`config.mk`:
```
export PLATFORM = sky130hd
export DESIGN_NAME = hwpe_cfg_master
export DESIGN_NICKNAME = d
export VERILOG_FILES = /design/src/rtl/hwpe_cfg_master.sv
export SDC_FILE = /design/constraint.sdc
export NUM_CORES = 1
export LEC_CHECK = 0
export CORE_AREA = 2 2 158 160
export CTS_CLUSTER_DIAMETER = 60
export DETAILED_ROUTE_END_ITERATION = 10
export DIE_AREA = 0 0 160 162
export DONT_BUFFER_PORTS = 1
export PLACE_DENSITY = 0.75
export SLEW_MARGIN = 0
export SYNTH_ARGS = -nofsm -noshare
export SYNTH_HDL_FRONTEND = slang
export SYNTH_SLANG_ARGS = --single-unit
export TNS_END_PERCENT = 30
```
`constraint.sdc`:
```
create_clock -name clk_i -period 1.9 [get_ports clk_i]
set_input_delay 0.38 -clock clk_i [delete_from_list [all_inputs] [get_ports clk_i]]
set_output_delay 0.38 -clock clk_i [all_outputs]
set_load 0.05 [all_outputs]
```
`src/rtl/hwpe_cfg_master.sv`:
```
`default_nettype none
// ============================================================================
// Module      : hwpe_cfg_master
// Description : Peripheral-bus initiator that programs and launches one job
//               on an HWPE control slave: acquire a context, write the job
//               registers, write the trigger, wait for the end-of-job event
//               and report completion.
// Revision    : 1.0 - initial release
// ============================================================================
module hwpe_cfg_master #(
    parameter int unsigned          N_JOB_REGS    = 8,
    parameter logic [31:0]          BASE_ADDR     = 32'h0,
    parameter int unsigned          ID_WIDTH      = 10,
    parameter logic [ID_WIDTH-1:0]  MASTER_ID     = '0,
    parameter int unsigned          ACQ_RETRY_MAX = 16
) (
    input  logic                             clk_i,
    input  logic                             rst_ni,
    input  logic                             clear_i,
    input  logic                             start_i,
    input  logic [N_JOB_REGS-1:0][31:0]      job_regs_i,
    input  logic                             evt_i,
    output logic                             busy_o,
    output logic                             done_o,
    output logic                             error_o,
    output logic [7:0]                       job_id_o,

    output logic                             periph_req_o,
    input  logic                             periph_gnt_i,
    output logic [31:0]                      periph_add_o,
    output logic                             periph_wen_o,
    output logic [3:0]                       periph_be_o,
    output logic [31:0]                      periph_data_o,
    output logic [ID_WIDTH-1:0]              periph_id_o,
    input  logic                             periph_r_valid_i,
    input  logic [31:0]                      periph_r_data_i,
    input  logic [ID_WIDTH-1:0]              periph_r_id_i
);

    // ------------------------------------------------------------------------
    // Constants
    // ------------------------------------------------------------------------
    localparam int unsigned c_IDX_W = (N_JOB_REGS > 1) ? $clog2(N_JOB_REGS) : 1;

    localparam logic [c_IDX_W-1:0] c_LAST_IDX  = c_IDX_W'(N_JOB_REGS - 1);
    localparam logic [7:0]         c_RETRY_MAX = 8'(ACQ_RETRY_MAX);

    // Register map of the control slave, relative to BASE_ADDR
    localparam logic [31:0] c_TRG_ADDR = BASE_ADDR;
    localparam logic [31:0] c_ACQ_ADDR = BASE_ADDR + 32'h0000_0004;
    localparam logic [31:0] c_JOB_ADDR = BASE_ADDR + 32'h0000_0040;

    // FSM encoding
    localparam logic [3:0] c_IDLE     = 4'd0;
    localparam logic [3:0] c_ACQ_REQ  = 4'd1;
    localparam logic [3:0] c_ACQ_RSP  = 4'd2;
    localparam logic [3:0] c_WR_REQ   = 4'd3;
    localparam logic [3:0] c_WR_RSP   = 4'd4;
    localparam logic [3:0] c_TRG_REQ  = 4'd5;
    localparam logic [3:0] c_TRG_RSP  = 4'd6;
    localparam logic [3:0] c_WAIT_EVT = 4'd7;
    localparam logic [3:0] c_DONE     = 4'd8;

    // ------------------------------------------------------------------------
    // Signals
    // ------------------------------------------------------------------------
    logic [3:0]                   r_state;
    logic [3:0]                   w_state_next;
    logic [N_JOB_REGS-1:0][31:0]  r_job_regs;
    logic [c_IDX_W-1:0]           r_idx;
    logic [7:0]                   r_retry;
    logic [7:0]                   w_retry_inc;
    logic                         r_error;
    logic [7:0]                   r_job_id;
    logic                         w_rsp_valid;
    logic                         w_acq_full;
    logic                         w_start_acc;
    logic                         w_last_reg;
    logic [31:0]                  w_job_offs;
    logic                         w_unused;

    // Only responses carrying our own id belong to this master
    assign w_rsp_valid = periph_r_valid_i && (periph_r_id_i == MASTER_ID);
    // Bit 31 of the acquire read set means no free context was available
    assign w_acq_full  = periph_r_data_i[31];
    assign w_start_acc = (r_state == c_IDLE) && start_i;
    assign w_last_reg  = (r_idx == c_LAST_IDX);
    assign w_retry_inc = r_retry + 8'd1;
    assign w_job_offs  = {{(30 - c_IDX_W){1'b0}}, r_idx, 2'b00};

    // Acquire data beyond the job id and the busy flag carries nothing we use
    assign w_unused = ^periph_r_data_i[30:8];

    // ------------------------------------------------------------------------
    // Next-state logic: one transaction at a time, each REQ waits for gnt and
    // each RSP waits for the matching r_valid
    // ------------------------------------------------------------------------
    always_comb begin
        w_state_next = r_state;
        case (r_state)
            c_IDLE: begin
                if (start_i) begin
                    w_state_next = c_ACQ_REQ;
                end
            end
            c_ACQ_REQ: begin
                if (periph_gnt_i) begin
                    w_state_next = c_ACQ_RSP;
                end
            end
            c_ACQ_RSP: begin
                if (w_rsp_valid) begin
                    if (!w_acq_full) begin
                        w_state_next = c_WR_REQ;
                    end else if (w_retry_inc == c_RETRY_MAX) begin
                        w_state_next = c_DONE;
                    end else begin
                        w_state_next = c_ACQ_REQ;
                    end
                end
            end
            c_WR_REQ: begin
                if (periph_gnt_i) begin
                    w_state_next = c_WR_RSP;
                end
            end
            c_WR_RSP: begin
                if (w_rsp_valid) begin
                    w_state_next = w_last_reg ? c_TRG_REQ : c_WR_REQ;
                end
            end
            c_TRG_REQ: begin
                if (periph_gnt_i) begin
                    w_state_next = c_TRG_RSP;
                end
            end
            c_TRG_RSP: begin
                if (w_rsp_valid) begin
                    w_state_next = c_WAIT_EVT;
                end
            end
            c_WAIT_EVT: begin
                if (evt_i) begin
                    w_state_next = c_DONE;
                end
            end
            c_DONE: begin
                w_state_next = c_IDLE;
            end
            default: begin
                w_state_next = c_IDLE;
            end
        endcase
    end

    // State register; clear aborts whatever is in flight
    always_ff @(posedge clk_i or negedge rst_ni) begin
        if (!rst_ni) begin
            r_state <= c_IDLE;
        end else if (clear_i) begin
            r_state <= c_IDLE;
        end else begin
            r_state <= w_state_next;
        end
    end

    // Job bookkeeping: captured registers, write index, retry count, error
    // flag and the job id handed out by the acquire read
    always_ff @(posedge clk_i or negedge rst_ni) begin
        if (!rst_ni) begin
            r_job_regs <= '0;
            r_idx      <= '0;
            r_retry    <= '0;
            r_error    <= 1'b0;
            r_job_id   <= '0;
        end else if (clear_i) begin
            r_job_regs <= '0;
            r_idx      <= '0;
            r_retry    <= '0;
            r_error    <= 1'b0;
            r_job_id   <= '0;
        end else begin
            if (w_start_acc) begin
                r_job_regs <= job_regs_i;
                r_idx      <= '0;
                r_retry    <= '0;
                r_error    <= 1'b0;
            end
            if ((r_state == c_ACQ_RSP) && w_rsp_valid) begin
                if (!w_acq_full) begin
                    r_job_id <= periph_r_data_i[7:0];
                end else begin
                    r_retry <= w_retry_inc;
                    if (w_retry_inc == c_RETRY_MAX) begin
                        r_error <= 1'b1;
                    end
                end
            end
            if ((r_state == c_WR_RSP) && w_rsp_valid && !w_last_reg) begin
                r_idx <= r_idx + 1'b1;
            end
        end
    end

    // Request channel decoded purely from registered state, so add/wen/data
    // stay put until the gnt cycle and nothing depends on gnt or r_valid
    always_comb begin
        periph_req_o  = 1'b0;
        periph_add_o  = '0;
        periph_wen_o  = 1'b1;
        periph_data_o = '0;
        case (r_state)
            c_ACQ_REQ: begin
                periph_req_o = 1'b1;
                periph_add_o = c_ACQ_ADDR;
            end
            c_WR_REQ: begin
                periph_req_o  = 1'b1;
                periph_add_o  = c_JOB_ADDR + w_job_offs;
                periph_wen_o  = 1'b0;
                periph_data_o = r_job_regs[r_idx];
            end
            c_TRG_REQ: begin
                periph_req_o = 1'b1;
                periph_add_o = c_TRG_ADDR;
                periph_wen_o = 1'b0;
            end
            default: begin
                periph_req_o = 1'b0;
            end
        endcase
    end

    assign periph_be_o = 4'hF;
    assign periph_id_o = MASTER_ID;

    assign busy_o   = (r_state != c_IDLE);
    assign done_o   = (r_state == c_DONE);
    assign error_o  = r_error;
    assign job_id_o = r_job_id;

endmodule
`default_nettype wire

```
==> summary.md <==
| Metric | Value |
|---|---|
| Run status | complete, but fails checks |
| Failing checks | hold timing, setup timing |
| Final Setup Violations | 43 |
| Clock Power Share | 34.9% |
| Required time of the critical path | ~1500 ps |
| Synthesized flop and latch total | 280 |
| Clk buf depth | 3 |
| Clk root buf | clkbuf_16 |
| Initial Util | between 50% and 60% |
| First-pass GRT wire length | just under 60,000 µm |
| Synth Cell Area | roughly 14,000 µm² |
| Fin crit period | ~2600 ps |
| CTS tree | done |
| Asr flop ratio synth | 100% |
| Total Power | roughly 17 mW |
| Finished Cell Area | 16,700 µm² |
| Unique masters post-synth | 47 |
| Startpoint class of the critical path | flip-flop |
| Worst-path cell chain | buf_6, buf_16, mux4_2, nand2_2, a21oi_2, buf_12 |
| Met1 Usage GRT | 38.5% |
| Layout cells sized above 1 | between 20% and 30% |
| # IOs | ~400 |
| Vias per std cell | ~6 |
| Leakage | 7.00 nW |
| Critical Path Max Stage Delay | 520 ps |
| Hold Violations, Final | 488 |
| Yosys warnings | 0 |
| Gr busiest metal | met2 |
| Pin count of the biggest net entering global routing | 282 |
| CTS Sinks | 280 |
| Top FF cell, synth | dfrtp_1 |
| Skew-Pair Late Insertion Delay | 560 ps |
| Cts bufs inserted | 31 |
| Rows | 57 |
| Gr usage total | 29.3% |
| Multi-input gate area | 6570 µm² |
| Mapped Cells | 1,512 |
| Combinational fraction of design power | 23.0% |
| Crit-path slowest cell | mux4_2 |
| Sequential group share of total power | 42.2% |
| Clock-pin slew of the registers on the worst-case setup and hold paths | 70 ps |
| Sequential area share after synthesis | 50.8% |
| WP data arrival | 2200 ps |
| DR vias | 11,100 |
| Final Core Density | approximately 69% |
| Switching part of the total | between 30% and 40% |
| DRT antenna net count | 0 |
| Area after DPL | between 10,000 and 15,000 µm² |
| Cell Pwr Density | roughly 1000 nW/µm² |
| Initial antenna violation count | 2 |
| # H-tree levels | 1 |
| Hold WC Path Type | in2async |
| Tcrit/Tclk final | 136% |
| DRC | 0 |
| Setup repair after global routing missed its margin | yes |
| Overflow after GRT | 0 |
| Register area | 7020 µm² |
| CORE AREA | approximately 24,000 µm² |
| DRT Pass-1 Iters | 5 |
| Met3 global-route usage | ~6.4% |
| Max Fclk | approximately 0.39 GHz |
| M2 GR Usage | 47.2% |
| Slew Limit Fails | 0 |
| Psw | 5.36 mW |
| Die X | 160 µm |
| Worst-Margin Slew | roughly 730 ps |
| Critical path peak fanout | 6 |
| Avg Cell Area, Syn | about 9.1 µm² |
| Initial DRC Count | 1,095 |
| Final nets | approximately 1,800 |
| DR WL/cell | a little over 20 µm |
| Final clock skew | about 18 ps |
| Relative slew slack | 51.3% |
| Port Buf Inserts | 0 |
| Max cap viols | 0 |
| Die Ht | roughly 160 µm |
| # fillers | about 1,800 |
| Post-synth EDFFs | 0 |
| Area of the die | between 20,000 and 30,000 µm² |
| Crit path kind | reg2out |
| Routability congestion estimate | 0.844 |
| CP Capture Type | output port |
| Worst hold margin | -470 ps |
| Final HPWL DP | 25,600 µm |
| Post-Route WL | between 30,000 and 40,000 µm |
| Vias in the first global route | between 10,000 and 15,000 |
| Int Power | roughly 12 mW |
| Peak VDD IR | roughly 0.88 mV |
| Final WS setup | -684 ps |
| Layout Area Growth over Synthesis | 21.2% |
[flip-flops by register name, summed over array words and instances (netlist names)]
name and flops:
r_job_regs 256, error_o 1, r_state 4, job_id_o 8, r_retry 8, r_idx 3
[routing by layer]
layer	routed length, µm	up-vias	part of all wire [%]
met2	19100	504	49
met4	1880	0	4.8
met3	2950	107	7.6
met5	0	-	0
met1	15000	5497	39
li1	-	5029	-
[logic make-up after synthesis]
kind of cell | after synthesis | synth area share (%)
xor gates and xnor gates | 3 | 0.191
AOI/OAI and AO/OA | 320 | 12.1
buffers and inverters | 171 | 6.24
adders and majority gates | 4 | 0.363
DFF | 280 | 50.8
muxes | 75 | 11.3
other | 2 | 0.0545
and+or+nand+nor | 657 | 19.0
[final timing paths]
kind                                              end  cells after the start  slack [ps]                       start
setup / recovery                    periph_data_o[22]                      6        -680        r_idx[0]$_DFFE_PN0P_
hold / removal             r_job_regs[18]$_DFFE_PN0P_                      0        -470                      rst_ni
setup reg to reg               r_state[3]$_DFFE_PN0P_                      6         -60        r_retry[0]$_DFF_PN0_
hold reg to reg            r_job_regs[65]$_DFFE_PN0P_                      2         520  r_job_regs[65]$_DFFE_PN0P_
max in group asynchronous      r_state[1]$_DFFE_PN0P_                      0        1710                      rst_ni
min in group clk_i         r_job_regs[59]$_DFFE_PN0P_                      1         -80                     clear_i
[worst max-delay path, delay by kind of cell, from the launching register on]
family / cells / cell delay [ps]
muxes: 1 / 520
and+or+nand+nor: 1 / 130
DFF: 1 / 470
AOI/OAI and AO/OA: 1 / 80
buffers and inverters: 3 / 430
[layout by cell type, fill, tap and decap left out, drive strengths merged, types with 3 or more instances in the layout]
cell type	n
a211oi	3
a21oi	296
a31oi	3
and3	4
and4	3
buf	98
clkbuf	48
clkinv	5
clkinvlp	3
conb	42
dfrtp	280
dlygate4sd3	12
ha	4
inv	8
mux2i	10
mux4	64
nand2	589
nand2b	3
nand3	10
nor2	22
nor2b	5
nor3	6
nor4b	3
o21ai	6
o41ai	3
or3	4
or4	3
[stage by stage]
step,worst slack (ps),TNS (ps),cells
3_5_place_dp,-189,-3950,1798
2_1_floorplan,-314,-6350,1552
5_1_grt,-742,-26000,1883
6_report,-684,-22880,1883
3_3_place_gp,-178,-3620,1798
4_1_cts,-725,-24260,1874
[final cells by class]
type / count / area share, %
multi-input cells: 1101 / 39.3
inverters: 7 / 0.157
clock inverters: 11 / 0.741
flip-flops and latches: 280 / 42.0
repair buffers: 113 / 10.1
well taps: 324 / 2.43
clock buffers: 45 / 5.26
diodes: 2 / 0.0299
[repair_timing]
action                                 CTS  global route
buffers inserted                        10             1
hold buffers                             9             3
cloned                                   2             3
setup endpoints to repair               46           111
endpoints found under the hold margin  555           555
pin swaps                               16            22
resized for setup                       71            47
[synthesized netlist by cell type, types with 2 or more instances]
cell type / count / area (µm²)
a211oi_1: 2 / 15.0
nor2_1: 21 / 78.8
and3_1: 4 / 25.0
or3_1: 3 / 18.8
inv_1: 6 / 22.5
or4_1: 3 / 22.5
buf_1: 4 / 15.0
o41ai_1: 3 / 26.3
xnor2_1: 2 / 17.5
buf_2: 46 / 230
a31oi_1: 3 / 18.8
o311ai_0: 2 / 17.5
buf_4: 43 / 323
a21oi_1: 296 / 1480
nor4b_1: 2 / 17.5
nand2b_1: 3 / 18.8
and4_1: 3 / 26.3
ha_1: 4 / 50.1
mux4_2: 64 / 1440
nor2b_1: 5 / 31.3
nand3_1: 10 / 50.1
o21ai_0: 6 / 30.0
conb_1: 2 / 7.51
nand2_1: 589 / 2210
clkbuf_1: 71 / 267
mux2i_1: 10 / 100
dfrtp_1: 280 / 7010
nor3_1: 6 / 30.0
[power by group through the flow]
| stage | Clock, mW | Combinational [mW] | Sequential [mW] |
|---|---|---|---|
| detailed placement | 0 | 3.62 | 7.23 |
| floorplan | 0 | 2.88 | 7.08 |
| CTS | 5.99 | 3.75 | 7.13 |
| finish | 5.91 | 3.89 | 7.15 |
| global route | 6.26 | 4.25 | 7.22 |
| global placement | 0 | 3.53 | 7.18 |
No activity file was read; power rests on OpenSTA's default activity.
